[src/rtl/serdes_pkg.sv]
// Shared types and helpers for the piso_reg / SIPO_reg serial link.
// Parity framing is enabled in piso_reg by defining PISO_PARITY_EN.
package serdes_pkg;

  typedef enum logic [1:0] {
    IDLE   = 2'd0,
    SHIFT  = 2'd1,
    PARITY = 2'd2
  } piso_state_t;

  localparam int DEFAULT_DATA_WIDTH = 8;

  // Counter must reach DATA_WIDTH itself, hence the +1.
  function automatic int cnt_width(input int w);
    return $clog2(w + 1);
  endfunction

endpackage

[src/rtl/piso_hold_buf.sv]
// One-entry holding register in front of the PISO shifter.
// Ready depends only on the full flag and reset, never on din_valid_i.
module piso_hold_buf
  import serdes_pkg::*;
#(
  parameter int DATA_WIDTH = DEFAULT_DATA_WIDTH
) (
  input  logic                  clk_i,
  input  logic                  reset_i,
  input  logic [DATA_WIDTH-1:0] din_bus_i,
  input  logic                  din_valid_i,
  output logic                  din_ready_o,
  input  logic                  take_i,
  output logic [DATA_WIDTH-1:0] hold_word_o,
  output logic                  hold_full_o
);

  logic [DATA_WIDTH-1:0] hold_q, hold_d;
  logic                  full_q, full_d;
  logic                  accept;

  // Handshake: a word transfers on a rising edge where din_valid_i && din_ready_o.
  assign din_ready_o = !full_q && !reset_i;
  assign accept      = din_valid_i && din_ready_o;

  // accept needs an empty buffer and take_i a full one, so they never coincide.
  always_comb begin
    hold_d = hold_q;
    full_d = full_q;
    if (accept) begin
      hold_d = din_bus_i;
      full_d = 1'b1;
    end else if (take_i) begin
      full_d = 1'b0;
    end
  end

  always_ff @(posedge clk_i) begin
    if (reset_i) begin
      hold_q <= '0;
      full_q <= 1'b0;
    end else begin
      hold_q <= hold_d;
      full_q <= full_d;
    end
  end

  assign hold_word_o = hold_q;
  assign hold_full_o = full_q;

endmodule

[src/rtl/piso_reg.sv]
// Parallel-in serial-out register feeding SIPO_reg; one bit per clock framed by wr_en_o.
// Define PISO_PARITY_EN to append an even-parity bit to every frame.
module piso_reg
  import serdes_pkg::*;
#(
  parameter int DATA_WIDTH = DEFAULT_DATA_WIDTH,
  parameter bit MSB_FIRST  = 1'b1
) (
  input  logic                  clk_i,
  input  logic                  reset_i,
  input  logic [DATA_WIDTH-1:0] din_bus_i,
  input  logic                  din_valid_i,
  output logic                  din_ready_o,
  output logic                  serial_data_o,
  output logic                  wr_en_o,
  output logic                  busy_o
);

  localparam int CW = cnt_width(DATA_WIDTH);
  localparam int IW = $clog2(DATA_WIDTH);

  logic [DATA_WIDTH-1:0] hold_word;
  logic                  hold_full;
  logic                  take;

  piso_state_t           state_q;
  logic [CW-1:0]         bit_cnt_q;
  logic [DATA_WIDTH-1:0] shift_q;
  logic                  serial_q;
  logic                  wr_en_q;

  logic                  last_bit;
  logic [IW-1:0]         bit_idx;

  piso_hold_buf #(
    .DATA_WIDTH (DATA_WIDTH)
  ) u_hold_buf (
    .clk_i       (clk_i),
    .reset_i     (reset_i),
    .din_bus_i   (din_bus_i),
    .din_valid_i (din_valid_i),
    .din_ready_o (din_ready_o),
    .take_i      (take),
    .hold_word_o (hold_word),
    .hold_full_o (hold_full)
  );

  // shift_q is indexed, not shifted, so the parity bit can still see the whole word.
  assign last_bit = (bit_cnt_q == CW'(DATA_WIDTH - 1));
  assign bit_idx  = MSB_FIRST ? (IW'(DATA_WIDTH - 1) - IW'(bit_cnt_q)) : IW'(bit_cnt_q);

  // Points where the shifter can swallow the held word without leaving a gap.
  always_comb begin
    take = 1'b0;
    case (state_q)
      IDLE:   take = hold_full;
`ifdef PISO_PARITY_EN
      SHIFT:  take = 1'b0;
      PARITY: take = hold_full;
`else
      SHIFT:  take = hold_full && last_bit;
`endif
      default: take = 1'b0;
    endcase
  end

  always_ff @(posedge clk_i) begin
    if (reset_i) begin
      state_q   <= IDLE;
      bit_cnt_q <= '0;
      shift_q   <= '0;
      serial_q  <= 1'b0;
      wr_en_q   <= 1'b0;
    end else begin
      case (state_q)
        IDLE: begin
          wr_en_q <= 1'b0;
        end
        SHIFT: begin
          serial_q  <= shift_q[bit_idx];
          wr_en_q   <= 1'b1;
          bit_cnt_q <= bit_cnt_q + CW'(1);
          if (last_bit) begin
`ifdef PISO_PARITY_EN
            state_q <= PARITY;
`else
            state_q <= IDLE;
`endif
          end
        end
`ifdef PISO_PARITY_EN
        PARITY: begin
          serial_q <= ^shift_q;
          wr_en_q  <= 1'b1;
          state_q  <= IDLE;
        end
`endif
        default: begin
          state_q <= IDLE;
          wr_en_q <= 1'b0;
        end
      endcase
      // A reload overrides the IDLE decision above; the bit driven this edge still comes from the old word.
      if (take) begin
        shift_q   <= hold_word;
        bit_cnt_q <= '0;
        state_q   <= SHIFT;
      end
    end
  end

  assign serial_data_o = serial_q;
  assign wr_en_o       = wr_en_q;
  assign busy_o        = (state_q != IDLE) || hold_full || wr_en_q;

endmodule

[config.mk]
export PLATFORM = sky130hd
export DESIGN_NAME = piso_reg
export DESIGN_NICKNAME = d
export VERILOG_FILES = /design/src/rtl/serdes_pkg.sv /design/src/rtl/piso_hold_buf.sv /design/src/rtl/piso_reg.sv
export SDC_FILE = /design/constraint.sdc
export NUM_CORES = 1
export LEC_CHECK = 0
export ABC_AREA = 1
export CAP_MARGIN = 20
export CORE_UTILIZATION = 51
export CTS_CLUSTER_DIAMETER = 40
export DETAILED_ROUTE_END_ITERATION = 8
export GPL_TIMING_DRIVEN = 0
export HOLD_SLACK_MARGIN = 0.02
export PLACE_DENSITY = 0.76
export SYNTH_ARGS = -nofsm -noshare
export SYNTH_HDL_FRONTEND = slang
export SYNTH_SLANG_ARGS = --single-unit
[constraint.sdc]
create_clock -name clk_i -period 1.6 [get_ports clk_i]
set_input_delay 0.32 -clock clk_i [delete_from_list [all_inputs] [get_ports clk_i]]
set_output_delay 0.32 -clock clk_i [all_outputs]
set_load 0.05 [all_outputs]
==> results.sh, run 1 <==
export IMPL_vias=771
export IMPL_power_density_nw_per_um2=1007
export IMPL_wl_microns=1633
export IMPL_synth_flop_cell="dfxtp_1"
export IMPL_antenna_cells=0
export IMPL_start_util_pct=56.25
export IMPL_antenna_found_initial=0
export IMPL_power_mw=1.221
export IMPL_yosys_cell_types_count=21
export IMPL_syn_area_sq_um=1013
export IMPL_syn_inst=118
export IMPL_path_clk_slew_ps=130
export IMPL_avgViaCountPerCell=4.789
export IMPL_synth_fp_nets=130
export IMPL_cts_sinks=24
export IMPL_synthTopCellsByArea="dfxtp_1 (47%), nand2_1 (10%), a22oi_2 (7.4%), inv_1 (5.9%), nand3_1 (3.5%)"
export IMPL_drc=0
export IMPL_met2_usage_pct=30.00
export IMPL_switching_power_mw=0.3419
export IMPL_cts_htree_levels=1
export IMPL_clk_insertion_delay_late_ps=320
export IMPL_gp_congestion=0.8462
export IMPL_synth_warnings=0
export IMPL_async_reset_ff_share_pct=0
export IMPL_finalHoldViolCount=0
export IMPL_dp_cells=157
export IMPL_synth_most_common_cell="nand2_1"
export IMPL_wl_per_cell_microns=10.14
export IMPL_finalNetCount=149
export IMPL_clock_path_buffers=2
export IMPL_overflow=0
export IMPL_dp_slack_ps=-491.5
export IMPL_p_int_mw=0.8791
export IMPL_postCtsHoldBufs=0
export IMPL_whs_ps=484.9
export IMPL_io_pins=15
export IMPL_first_pass_iters=3
export IMPL_fin_crit_sh_pct=94.77
export IMPL_grt_usage_pct=19.52
export IMPL_cts_root_buf="clkbuf_4"
export IMPL_rrSetupSlack_ps=160
export IMPL_ys_ff_latch=24
export IMPL_fin_cells=161
export IMPL_setup_ws_ps=83.66
export IMPL_drv_cap=0
export IMPL_peakVddDrop_v=0.0007622
export IMPL_grt_pass1_wl_microns=2898
export IMPL_die_height_microns=46.58
export IMPL_clock_power_share_pct=26.7
export IMPL_cp_end_kind="output pin"
export IMPL_numCtsBuffers=3
export IMPL_cp_required_ps=1280
export IMPL_io_buffers=14
export IMPL_met3_usage_pct=4.706
export IMPL_synth_enable_flop_cells=0
export IMPL_tns_ps=0
export IMPL_first_iter_violations=4
export IMPL_top_usage_layer="met2"
export IMPL_coreArea_sq_um=1802
export IMPL_die_area_sq_um=2170
export IMPL_cts_tree="built"
export IMPL_p_sw_share_pct=28.00
export IMPL_clock_skew_ps=6.228
export IMPL_rows=15
export IMPL_netlist_top_cells_count="nand2_1 (28), dfxtp_1 (24), inv_1 (16)"
export IMPL_area_delta_synth_final_pct=19.63
export IMPL_rsz0062_at_grt="no"
export IMPL_dp_hpwl_microns=1244
export IMPL_fmax_mhz=659.5
export IMPL_crit_fanout=5
export IMPL_period_needed_ps=1516
export IMPL_p_leak_nw=0.4902
export IMPL_syn_avg_cell_area_sq_um=8.589
export IMPL_met1_usage_pct=24.76
export IMPL_drive_gt1_share_pct=18.38
export IMPL_setup_worst_path_start_class="input port"
export IMPL_synth_top_area_share_pct=47.41
export IMPL_grt_max_degree=14
export IMPL_setup_viol=0
export IMPL_status="finished, final reports clean"
export IMPL_fp_dieW_microns=46.58
export IMPL_seq_power_share_pct=54.5
export IMPL_comb_power_share_pct=18.9
export IMPL_drv_slew=0
export IMPL_path_class="input port to output pin"
export IMPL_ant_nets=0
export IMPL_synth_top_area_cell="dfxtp_1"
export IMPL_hold_class="flop to flop"
export IMPL_worst_slew_pin_slew_ps=485.5
export IMPL_synth_seq_area_share_pct=47.41
export IMPL_grt_pass1_vias=687
export IMPL_relSlewSlack_pct=67.76
export IMPL_arrival_ps=1200
==> metrics by stage <==
stage	instance area [sq um]	util, %
floorplan	1013	-
global placement	1185	65.76
finish	1212	67.29
global route	1212	67.29
CTS	1216	67.50
detailed placement	1185	65.76
==> path summary, 6_finish.rpt <==
check	start	end	depth (start not counted)
worst min register to register	u_hold_buf.hold_word_o[1]	shift_q[1]	2
worst max-delay path	reset_i	din_ready_o	3
worst min-delay path	u_hold_buf.hold_word_o[1]	shift_q[1]	2
worst max register to register	bit_cnt_q[0]	shift_q[3]	7
==> metal layers <==
| layer | routed length [microns] | part of all wire (%) |
|---|---|---|
| met1 | 801 | 49 |
| met2 | 751 | 46 |
| met3 | 43 | 2.6 |
| met4 | 36 | 2.2 |
| met5 | 0 | 0 |
==> placed cells by master, fill, tap and decap left out, drive strengths merged <==
cell and count:
ha 1, o21ai 9, nand2 31, dfxtp 24
inv 16, nor2 7, a21oi 6, nor3 3
clkbuf 5, dlygate4sd2 2, xor2 1, nand3 8
buf 5, a22oi 8, clkdlybuf4s50 10
==> power groups by stage <==
stage                     registers [mW]  logic, mW  clock network [mW]
final                              0.665      0.230               0.326
after global routing               0.670      0.257               0.347
after CTS                          0.665      0.235               0.329
after detailed placement           0.679      0.239                   0
after global placement             0.677      0.235                   0
after floorplan                    0.688      0.159                   0
==> cell families (layout without fill, tap and decap cells) <==
kind of cell	Yosys count	after routing	share of synthesized area (%)
compound gates	23	23	17.04
simple gates	49	49	23.83
buf+inv	20	38	9.629
flops	24	24	47.41
fa+ha+maj	1	1	1.234
xor+xnor	1	1	0.8644
==> state kept, by name, indices dropped and copies added (netlist names) <==
name                    count
bit_cnt_q                   4
serial_data_o               1
shift_q                     8
state_q                     1
u_hold_buf.hold_full_o      1
u_hold_buf.hold_word_o      8
wr_en_o                     1
==> worst max-delay path, stage by stage <==
cell and delay (ps):
clkdlybuf4s50_1 510, nor2_1 130, clkbuf_4 240
==> cell type report <==
type                    instances  area (sq um)
inverters                      16         60.06
plain buffers                   4         37.54
well taps                      25         31.28
fillers                       175         589.3
multi-input cells              74         435.4
flip-flops and latches         24         481.7
repair buffers                 14         130.1
clock buffers                   4         36.28
==> what timing repair did <==
item,in CTS,in global routing
buffers inserted,0,0
setup endpoints to repair,4,2
resized for setup,11,3
No activity file was read; power rests on OpenSTA's default activity.
==> run 2: changes to the inputs <==
--- a/config.mk
+++ b/config.mk
@@ -7,12 +7,12 @@
 export LEC_CHECK = 0
 export ABC_AREA = 1
 export CAP_MARGIN = 20
-export CORE_UTILIZATION = 51
+export CORE_UTILIZATION = 30
 export CTS_CLUSTER_DIAMETER = 40
 export DETAILED_ROUTE_END_ITERATION = 8
 export GPL_TIMING_DRIVEN = 0
 export HOLD_SLACK_MARGIN = 0.02
-export PLACE_DENSITY = 0.76
+export PLACE_DENSITY = 0.49
 export SYNTH_ARGS = -nofsm -noshare
 export SYNTH_HDL_FRONTEND = slang
 export SYNTH_SLANG_ARGS = --single-unit
==> results.sh, run 2 (synthesis gave the netlist of run 1 again) <==
export IMPL_drc=0
export IMPL_hold_class="flop to flop"
export IMPL_power_mw=1.326
export IMPL_antenna_cells=0
export IMPL_grt_pass1_vias=712
export IMPL_finalHoldViolCount=0
export IMPL_power_density_nw_per_um2=1061
export IMPL_path_class="input port to output pin"
export IMPL_wl_microns=1803
export IMPL_relSlewSlack_pct=67.81
export IMPL_cp_end_kind="output pin"
export IMPL_status="finished, final reports clean"
export IMPL_first_iter_violations=26
export IMPL_antenna_found_initial=0
export IMPL_layout_commonest_cell="nand2_1"
export IMPL_start_util_pct=32.40
export IMPL_drv_cap=0
export IMPL_period_needed_ps=1546
export IMPL_clock_skew_ps=6.580
export IMPL_overflow=0
export IMPL_finalNetCount=149
export IMPL_fp_dieW_microns=60.12
export IMPL_area_delta_synth_final_pct=23.33
export IMPL_avgViaCountPerCell=4.322
export IMPL_coreArea_sq_um=3128
export IMPL_die_area_sq_um=3614
export IMPL_drv_slew=0
export IMPL_grt_max_degree=15
export IMPL_layout_common_cells="nand2_1 (28), dfxtp_1 (23), inv_1 (16), clkdlybuf4s50_1 (10)"
export IMPL_postCtsHoldBufs=0
export IMPL_n_fill_cell=337
export IMPL_rsz0062_at_grt="no"
export IMPL_vias=778
export IMPL_setup_worst_path_start_class="input port"
export IMPL_clock_path_buffers=2
export IMPL_cts_htree_levels=1
export IMPL_fmax_mhz=646.8
export IMPL_arrival_ps=1230
export IMPL_peakVddDrop_v=0.0006207
export IMPL_cp_required_ps=1280
export IMPL_r2r_start="bit_cnt_q[0]"
export IMPL_grt_pass1_wl_microns=3284
export IMPL_worst_slew_pin_slew_ps=484.8
export IMPL_grt_usage_pct=12.65
export IMPL_io_pins=15
export IMPL_die_height_microns=60.12
export IMPL_place_area_sq_um=1209
export IMPL_first_pass_iters=4
export IMPL_setup_viol=0
export IMPL_dp_hpwl_microns=1306
export IMPL_numCtsBuffers=3
export IMPL_cts_sinks=24
export IMPL_wl_per_cell_microns=10.02
export IMPL_io_buffers=14
export IMPL_hold_path_startpoint="u_hold_buf.hold_word_o[4]"
export IMPL_rows=20
export IMPL_crit_path_start="reset_i"
export IMPL_path_clk_slew_ps=130
export IMPL_cts_tree="built"
export IMPL_gp_congestion=0.7239
export IMPL_whs_ps=485.7
export IMPL_p_leak_nw=0.4969
export IMPL_ant_nets=0
export IMPL_postCtsSetupBuffers=0
export IMPL_fin_crit_sh_pct=96.62
export IMPL_fin_area_sq_um=1250
export IMPL_clk_insertion_delay_late_ps=310
export IMPL_drive_gt1_share_pct=18.38
export IMPL_cts_root_buf="clkbuf_4"
export IMPL_crit_fanout=5
[run 2: worst paths after layout]
kind | end | slack, ps | depth (start not counted)
setup reg to reg | shift_q[6] | 160 | 7
hold / removal | shift_q[4] | 490 | 2
setup / recovery | din_ready_o | 50 | 3
hold reg to reg | shift_q[4] | 490 | 2
[run 2: critical path: stages]
cell and delay (ps):
clkdlybuf4s50_1 520, nor2_1 120, buf_2 270
[run 2: per-layer routing]
| metal | vias up | wire length (microns) | GRT usage, % |
|---|---|---|---|
| li1 | 416 | - | - |
| met3 | 2 | 74 | 4.545 |
| met1 | 350 | 886 | 15.57 |
| met2 | 10 | 817 | 19.47 |
| met5 | - | 0 | 0 |
| met4 | 0 | 24 | 5.980 |
[run 2: report_power, final]
| part | total, mW | switching (mW) | internal, mW |
|---|---|---|---|
| Combinational | 0.232 | 0.138 | 0.0931 |
| Clock | 0.429 | 0.176 | 0.253 |
| Sequential | 0.665 | 0.0191 | 0.646 |
| Total | 1.33 | 0.334 | 0.992 |
[run 2: cell type report]
cell class | instances | area, sq um | share of cell area [%]
Clock buffer | 3 | 22.52 | 1.802
Sequential cell | 24 | 481.7 | 38.54
Multi-Input combinational cell | 74 | 435.4 | 34.83
Buffer | 4 | 37.54 | 3.003
Inverter | 16 | 60.06 | 4.805
Tap cell | 44 | 55.05 | 4.404
Clock inverter | 1 | 30.03 | 2.402
Timing Repair Buffer | 14 | 127.6 | 10.21
[run 2: repair_timing]
action,4_1_cts,5_1_grt
endpoints found under the setup margin,4,1
hold endpoints to repair,0,0
gates resized for setup,11,2
[run 2: per-stage QoR]
| stage | util (%) | std cells | setup TNS (ps) | worst slack, ps |
|---|---|---|---|---|
| after floorplan | - | 118 | 0 | 244.0 |
| after global placement | 38.64 | 176 | -701.4 | -497.0 |
| after detailed placement | 38.64 | 176 | -869.9 | -507.6 |
| after CTS | 40.16 | 180 | -24.18 | -24.18 |
| after global routing | 39.96 | 180 | 0 | 11.90 |
| final | 39.96 | 180 | 0 | 54.03 |
==> run 3: changes to the inputs <==
--- a/config.mk
+++ b/config.mk
@@ -13,6 +13,7 @@
 export GPL_TIMING_DRIVEN = 0
 export HOLD_SLACK_MARGIN = 0.02
 export PLACE_DENSITY = 0.49
+export SLEW_MARGIN = 20
 export SYNTH_ARGS = -nofsm -noshare
 export SYNTH_HDL_FRONTEND = slang
 export SYNTH_SLANG_ARGS = --single-unit
==> results of run 3 <==
The final DEF is identical to that of run 2; final timing and power are the same.
